### src/rtl/serial_adder_if.sv
// -----------------------------------------------------------------------------
// serial_adder_if
//   Request/result bundle for the bit-serial adder.
//   master : drives start, a, b, cin; observes busy, done, sum, cout
//   slave  : the adder side of the same signals
//   WIDTH  : operand / sum width in bits, must match the attached adder
// -----------------------------------------------------------------------------
interface serial_adder_if #(
  parameter int WIDTH = 8
);
  logic             start;
  logic [WIDTH-1:0] a;
  logic [WIDTH-1:0] b;
  logic             cin;
  logic             busy;
  logic             done;
  logic [WIDTH-1:0] sum;
  logic             cout;

  modport master (
    output start, a, b, cin,
    input  busy, done, sum, cout
  );

  modport slave (
    input  start, a, b, cin,
    output busy, done, sum, cout
  );
endinterface

### src/rtl/serial_adder.sv
// -----------------------------------------------------------------------------
// serial_adder
//   Adds two WIDTH-bit operands plus a carry-in one bit per clock, LSB first,
//   through a single full-adder cell and a registered carry. A start request
//   loads the operands; WIDTH cycles later the registered sum and carry-out
//   are published together with a one-cycle done pulse.
//
//   Ports:
//     clk        rising-edge clock
//     reset      asynchronous, active-high reset
//     bus.start  request, sampled with a/b/cin on the rising edge (IDLE/DONE)
//     bus.a/b    operands
//     bus.cin    carry-in
//     bus.busy   high while in RUN
//     bus.done   one-cycle pulse in DONE; sum/cout valid
//     bus.sum    registered result, held until the next completion
//     bus.cout   registered carry-out, held with sum
// -----------------------------------------------------------------------------
module serial_adder #(
  parameter int WIDTH = 8
) (
  input  logic           clk,
  input  logic           reset,
  serial_adder_if.slave  bus
);

  localparam int CW = $clog2(WIDTH + 1);

  typedef enum logic [1:0] {
    S_IDLE = 2'd0,
    S_RUN  = 2'd1,
    S_DONE = 2'd2
  } state_t;

  state_t           r_state;
  state_t           w_next;

  logic [WIDTH-1:0] r_sa;
  logic [WIDTH-1:0] r_sb;
  logic             r_c;
  logic [WIDTH-1:0] r_r;
  logic [CW-1:0]    r_n;
  logic [WIDTH-1:0] r_sum;
  logic             r_cout;

  logic             w_s;
  logic             w_c;
  logic             w_last;
  logic             w_load;
  logic             w_run;

  // Single full-adder cell on the current LSBs and the running carry.
  always_comb begin
    w_s = r_sa[0] ^ r_sb[0] ^ r_c;
    w_c = (r_sa[0] & r_sb[0]) | (r_c & (r_sa[0] ^ r_sb[0]));
  end

  always_comb begin
    w_run  = (r_state == S_RUN);
    w_last = w_run && (r_n == CW'(WIDTH - 1));
    // start is only honoured outside RUN; a request during RUN is dropped.
    w_load = (r_state != S_RUN) && bus.start;
  end

  // State register
  always_ff @(posedge clk or posedge reset) begin
    if (reset) begin
      r_state <= S_IDLE;
    end else begin
      r_state <= w_next;
    end
  end

  // Next-state logic
  always_comb begin
    w_next = r_state;
    unique case (r_state)
      S_IDLE,
      S_DONE:  w_next = bus.start ? S_RUN : S_IDLE;
      S_RUN:   w_next = w_last ? S_DONE : S_RUN;
      default: w_next = S_IDLE;
    endcase
  end

  // Operand / carry / partial-result datapath
  always_ff @(posedge clk or posedge reset) begin
    if (reset) begin
      r_sa <= '0;
      r_sb <= '0;
      r_c  <= 1'b0;
      r_r  <= '0;
      r_n  <= '0;
    end else if (w_load) begin
      r_sa <= bus.a;
      r_sb <= bus.b;
      r_c  <= bus.cin;
      r_r  <= '0;
      r_n  <= '0;
    end else if (w_run) begin
      r_sa <= {1'b0, r_sa[WIDTH-1:1]};
      r_sb <= {1'b0, r_sb[WIDTH-1:1]};
      r_c  <= w_c;
      r_r  <= {w_s, r_r[WIDTH-1:1]};
      r_n  <= r_n + 1'b1;
    end
  end

  // Published result: only the completion edge updates it, so the previous
  // result stays visible throughout the next RUN.
  always_ff @(posedge clk or posedge reset) begin
    if (reset) begin
      r_sum  <= '0;
      r_cout <= 1'b0;
    end else if (w_last) begin
      r_sum  <= {w_s, r_r[WIDTH-1:1]};
      r_cout <= w_c;
    end
  end

  // Status decoded from the registered state only.
  always_comb begin
    bus.busy = 1'b0;
    bus.done = 1'b0;
    bus.sum  = r_sum;
    bus.cout = r_cout;
    if (r_state == S_RUN)  bus.busy = 1'b1;
    if (r_state == S_DONE) bus.done = 1'b1;
  end

endmodule

### src/flat_wrapper.sv
// flat-port wrapper written by rule: the top's interface ports become plain ports
module serial_adder_flat 
#(
  parameter int WIDTH = 8
)
  (clk, reset, bus_start, bus_a, bus_b, bus_cin, bus_busy, bus_done, bus_sum, bus_cout);
  serial_adder_if #(.WIDTH(WIDTH)) bus_i ();
  input  logic clk;
  input  logic reset;
  input wire logic [$bits(bus_i.start)-1:0] bus_start;
  input wire logic [$bits(bus_i.a)-1:0] bus_a;
  input wire logic [$bits(bus_i.b)-1:0] bus_b;
  input wire logic [$bits(bus_i.cin)-1:0] bus_cin;
  output wire logic [$bits(bus_i.busy)-1:0] bus_busy;
  output wire logic [$bits(bus_i.done)-1:0] bus_done;
  output wire logic [$bits(bus_i.sum)-1:0] bus_sum;
  output wire logic [$bits(bus_i.cout)-1:0] bus_cout;
  assign bus_i.start = bus_start;
  assign bus_i.a = bus_a;
  assign bus_i.b = bus_b;
  assign bus_i.cin = bus_cin;
  assign bus_busy = bus_i.busy;
  assign bus_done = bus_i.done;
  assign bus_sum = bus_i.sum;
  assign bus_cout = bus_i.cout;
  serial_adder #(.WIDTH(WIDTH)) u_core (.clk(clk), .reset(reset), .bus(bus_i));
endmodule
### config.mk
export PLATFORM = sky130hd
export DESIGN_NAME = serial_adder_flat
export DESIGN_NICKNAME = d
export VERILOG_FILES = /design/src/rtl/serial_adder_if.sv /design/src/rtl/serial_adder.sv /design/src/flat_wrapper.sv
export SDC_FILE = /design/constraint.sdc
export NUM_CORES = 1
export LEC_CHECK = 0
export BUFFER_PORTS_ARGS = -buffer_cell sky130_fd_sc_hd__buf_4
export CORE_ASPECT_RATIO = 1.2
export CORE_MARGIN = 8
export CORE_UTILIZATION = 55
export CTS_CLUSTER_DIAMETER = 150
export CTS_CLUSTER_SIZE = 30
export DETAILED_ROUTE_END_ITERATION = 10
export PLACE_DENSITY = 0.79
export SYNTH_ARGS = -nofsm -noshare
export SYNTH_HDL_FRONTEND = slang
export SYNTH_SLANG_ARGS = --single-unit
### constraint.sdc
create_clock -name clk -period 4.3 [get_ports clk]
set_clock_uncertainty 0.1 [all_clocks]
set_input_delay 0.215 -clock clk [delete_from_list [all_inputs] [get_ports clk]]
set_output_delay 0.215 -clock clk [all_outputs]
set_load 0.03 [all_outputs]
==> metrics.md <==
| Metric | Value |
|---|---|
| Status | completed |
| Critical Path Start | u_core.r_state[1]$_DFF_PP0_ |
| Slew @ Worst Pin | 965 ps |
| Crit. End Element | primary output |
| Peak VDD IR | 0.000469 V |
| Core area | 3000 um^2 |
| Worst Path Required | 3980 ps |
| Setup TNS | 0 ps |
| Wire length on met3 | 169 um |
| Int Power | 810 uW |
| Final nets | 200 |
| Placed instance count | 206 |
| Register bit total from synthesis | 39 |
| Cells on worst reg2reg path | 4 |
| Post-Syn Area | 1680 um^2 |
| Cell variety after synth | 19 |
| Setup ws final | 2140 ps |
| RSZ-0062 raised after global routing | false |
| Fill count | 242 |
| Worst path slowest cell | nor2b_4 |
| RR Endpoint | u_core.bus.sum[7]$_DFFE_PP0P_ |
| Clock Latency Late Sink | 340 ps |
| Xor and xnor fraction of the mapped netlist area | 0.521% |
| Vias in the first global route | 1232 |
| DRT met1 WL | 1290 um |
| Iteration-0 DRC Markers | 29 |
| Slew Limit Fails | 0 |
| Crit path depth | 2 |
| Max stage delay on crit path | 770 ps |
| Routed WL | 2960 um |
| Synth Area in Adders | 1.94% |
| Mux share of post-synthesis cell area | 18.1% |
| Register area | 976 um^2 |
| Pre-CTS setup slack | 2310 ps |
| Residual DRC | 0 |
| Worst R2R Start | u_core.r_n[0]$_DFFE_PP0P_ |
| Bufs and invs on worst path | 1 |
| CP Max Fanout | 55 |
| Num Clock Sinks | 39 |
| Max Cap Viol | 0 |
| Total grt overflow | 0 |
| Die height | 76.6 um |
| Critical path arrival | 1840 ps |
| Die area | 5090 um^2 |
| Core Util, Final | 65.9% |
| Final non-filler cell total | 215 |
| Final worst path period need | 2160 ps |
| Comb power frac | 39.4% |
| I/O Buffers | 30 |
| Crit path cell chain | nor2b_4 -> buf_4 |
| Die Wd | 66.5 um |
| Crit path to | bus_busy |
| Synth Area in Simple Gates | 10.3% |
| Pin count of the biggest net entering global routing | 56 |
| Power Density | 665 nW/um^2 |
| Gate Count Post-Synth | 148 |
| H-tree depth | 2 |
| Total power | 1.31 mW |
| Mapped Avg Cell Area | 11.4 um^2 |
| Slew headroom | 35.5% |
| Dpl hpwl | 2110 um |
| R2R setup slack | 2330 ps |
| Sw Share | 38.3% |
| Max Freq | 0.463 GHz |
| GRT Total Usage | 13.3% |
| Final Setup Violations | 0 |
| Row Count | 22 |
| Avg Vias per Cell | 5.19 |
| CTS clk-pin slew, worst paths | 100 ps |
| Inserted Diodes | 0 |
| Post-route ant nets | 0 |
| GPL Wtd Cong | 0.736 |
| Routed length on met2 | 1440 um |
| Hold_sp | bus_b[7] |
| DR pass1 iterations | 4 |
| Final hold violations | 0 |
| Vias | 1115 |
| CTS tree | done |
| First-pass GRT wire length | 5290 um |
| Share of cells above drive strength 1 | 28.5% |
| Synth Area in Compound Gates | 7.74% |
| I/O pins | 31 |
| Seq/Total Area, Yosys | 58.1% |
| PostCTS Resize Cnt | 0 |
| Crit path kind | reg -> out |
| Post-synth net total | 170 |
| Mean routed wirelength per cell | 13.8 um |
| Top cell family by delay on the critical path | simple AND/OR/NAND/NOR gates |
| Multi-input logic area | 656 um^2 |
| Num CTS Buffers | 5 |
| YS warnings | 0 |
| Sequential power share | 47.5% |
| HP Class | in -> reg |
| Critical Path Source Type | flop |
| Clock power frac | 13.1% |
| Post-route clock period utilization | 50.2% |
| Main combinational cell family by area after synthesis | multiplexers |
| Root buf cell | clkbuf_4 |
| Antenna violations before repair | 0 |
| Clock buffer depth | 2 |
| Area grow syn2layout | 17.6% |
| Pleak | 0.963 nW |
| Starting Density | 56.0% |
| Max layer used | met4 |
| P_sw | 503 uW |
## logic make-up after synthesis
family	count (synthesis)
fa+ha+maj	2
buf+inv	11
compound gates	25
flops	39
xor+xnor	1
simple gates	41
mux	29
## flip-flops by register name, indices dropped and copies added, names as in the netlist
register         cells
u_core.r_n           4
u_core.bus.sum       8
u_core.r_r           7
u_core.r_state       2
u_core.r_c           1
u_core.r_sa          8
u_core.r_sb          8
u_core.bus.cout      1
## power groups by stage
stage          Combinational (mW)  Sequential, mW  Clock [mW]
2_1_floorplan               0.307           0.689           0
3_5_place_dp                0.522           0.635           0
3_3_place_gp                0.501           0.623           0
6_report                    0.518           0.623       0.173
4_1_cts                     0.525           0.625       0.181
5_1_grt                     0.579           0.647       0.197
## stage by stage
stage | area [um^2] | hold WS [ps]
3_3_place_gp | 1920 | 255
3_5_place_dp | 1920 | 267
4_1_cts | 1980 | 14.0
6_report | 1980 | 24.9
5_1_grt | 1980 | 11.7
2_1_floorplan | 1680 | 271
## worst reg2reg max path, stage by stage (launching register included)
cell      delay, ps
dfrtp_1         390
ha_1            200
nand3b_1        120
nor3b_2         650
mux2_2          410
## cells in the final DEF, fill, tap and decap left out, drive strengths merged
cell type	count
a22o	1
buf	31
clkbuf	7
clkinv	2
dfrtp	39
dlygate4sd3	1
fa	1
ha	1
inv	1
mux2	11
mux2i	18
nand2	33
nand3	1
nand3b	1
nor2	3
nor2b	2
nor3b	1
o21ai	24
xnor2	1
## Yosys cell counts, drive strengths merged
| cell | n | share of area, % |
|---|---|---|
| nand3 | 1 | 0.30 |
| inv | 1 | 0.22 |
| mux2 | 11 | 7.4 |
| mux2i | 18 | 11 |
| buf | 7 | 2.5 |
| nor2b | 2 | 0.74 |
| nand3b | 1 | 0.45 |
| fa | 1 | 1.2 |
| nor2 | 3 | 0.67 |
| xnor2 | 1 | 0.52 |
| a22o | 1 | 0.60 |
| nand2 | 33 | 7.4 |
| clkinv | 1 | 0.22 |
| o21ai | 24 | 7.1 |
| ha | 1 | 0.74 |
| dfrtp | 39 | 58 |
| clkbuf | 2 | 0.45 |
| nor3b | 1 | 0.74 |
## how the worst min path moves through the flow
stage / endpoint / slack [ps] / cells past startpoint
2_1_floorplan: u_core.r_sa[7]$_DFFE_PP0P_ / 270 / 2
3_3_place_gp: u_core.r_sa[6]$_DFFE_PP0P_ / 250 / 3
3_5_place_dp: u_core.r_sa[4]$_DFFE_PP0P_ / 270 / 3
4_1_cts: u_core.r_sb[7]$_DFFE_PP0P_ / 10 / 3
5_1_grt: u_core.r_sb[7]$_DFFE_PP0P_ / 10 / 3
6_report: u_core.r_sb[7]$_DFFE_PP0P_ / 20 / 3
## final cells by class
| type | instances | area share [%] |
|---|---|---|
| inverters | 2 | 0.380 |
| clock buffers | 7 | 2.28 |
| repair buffers | 32 | 12.3 |
| multi-input cells | 98 | 33.2 |
| clock inverters | 1 | 0.253 |
| well taps | 36 | 2.28 |
| flip-flops and latches | 39 | 49.4 |
## routing by layer
layer  track usage [%]  vias up
met3              6.62        5
met4              5.35        0
met5                 0        -
met2              20.3       22
li1                  -      559
met1              15.4      529
## repair_timing
item	CTS	global route
endpoints found under the setup margin	0	0
setup buffers	0	0
hold buffers	1	0
hold endpoints to repair	39	0
Note: power is estimated with default switching activity, not from simulation.
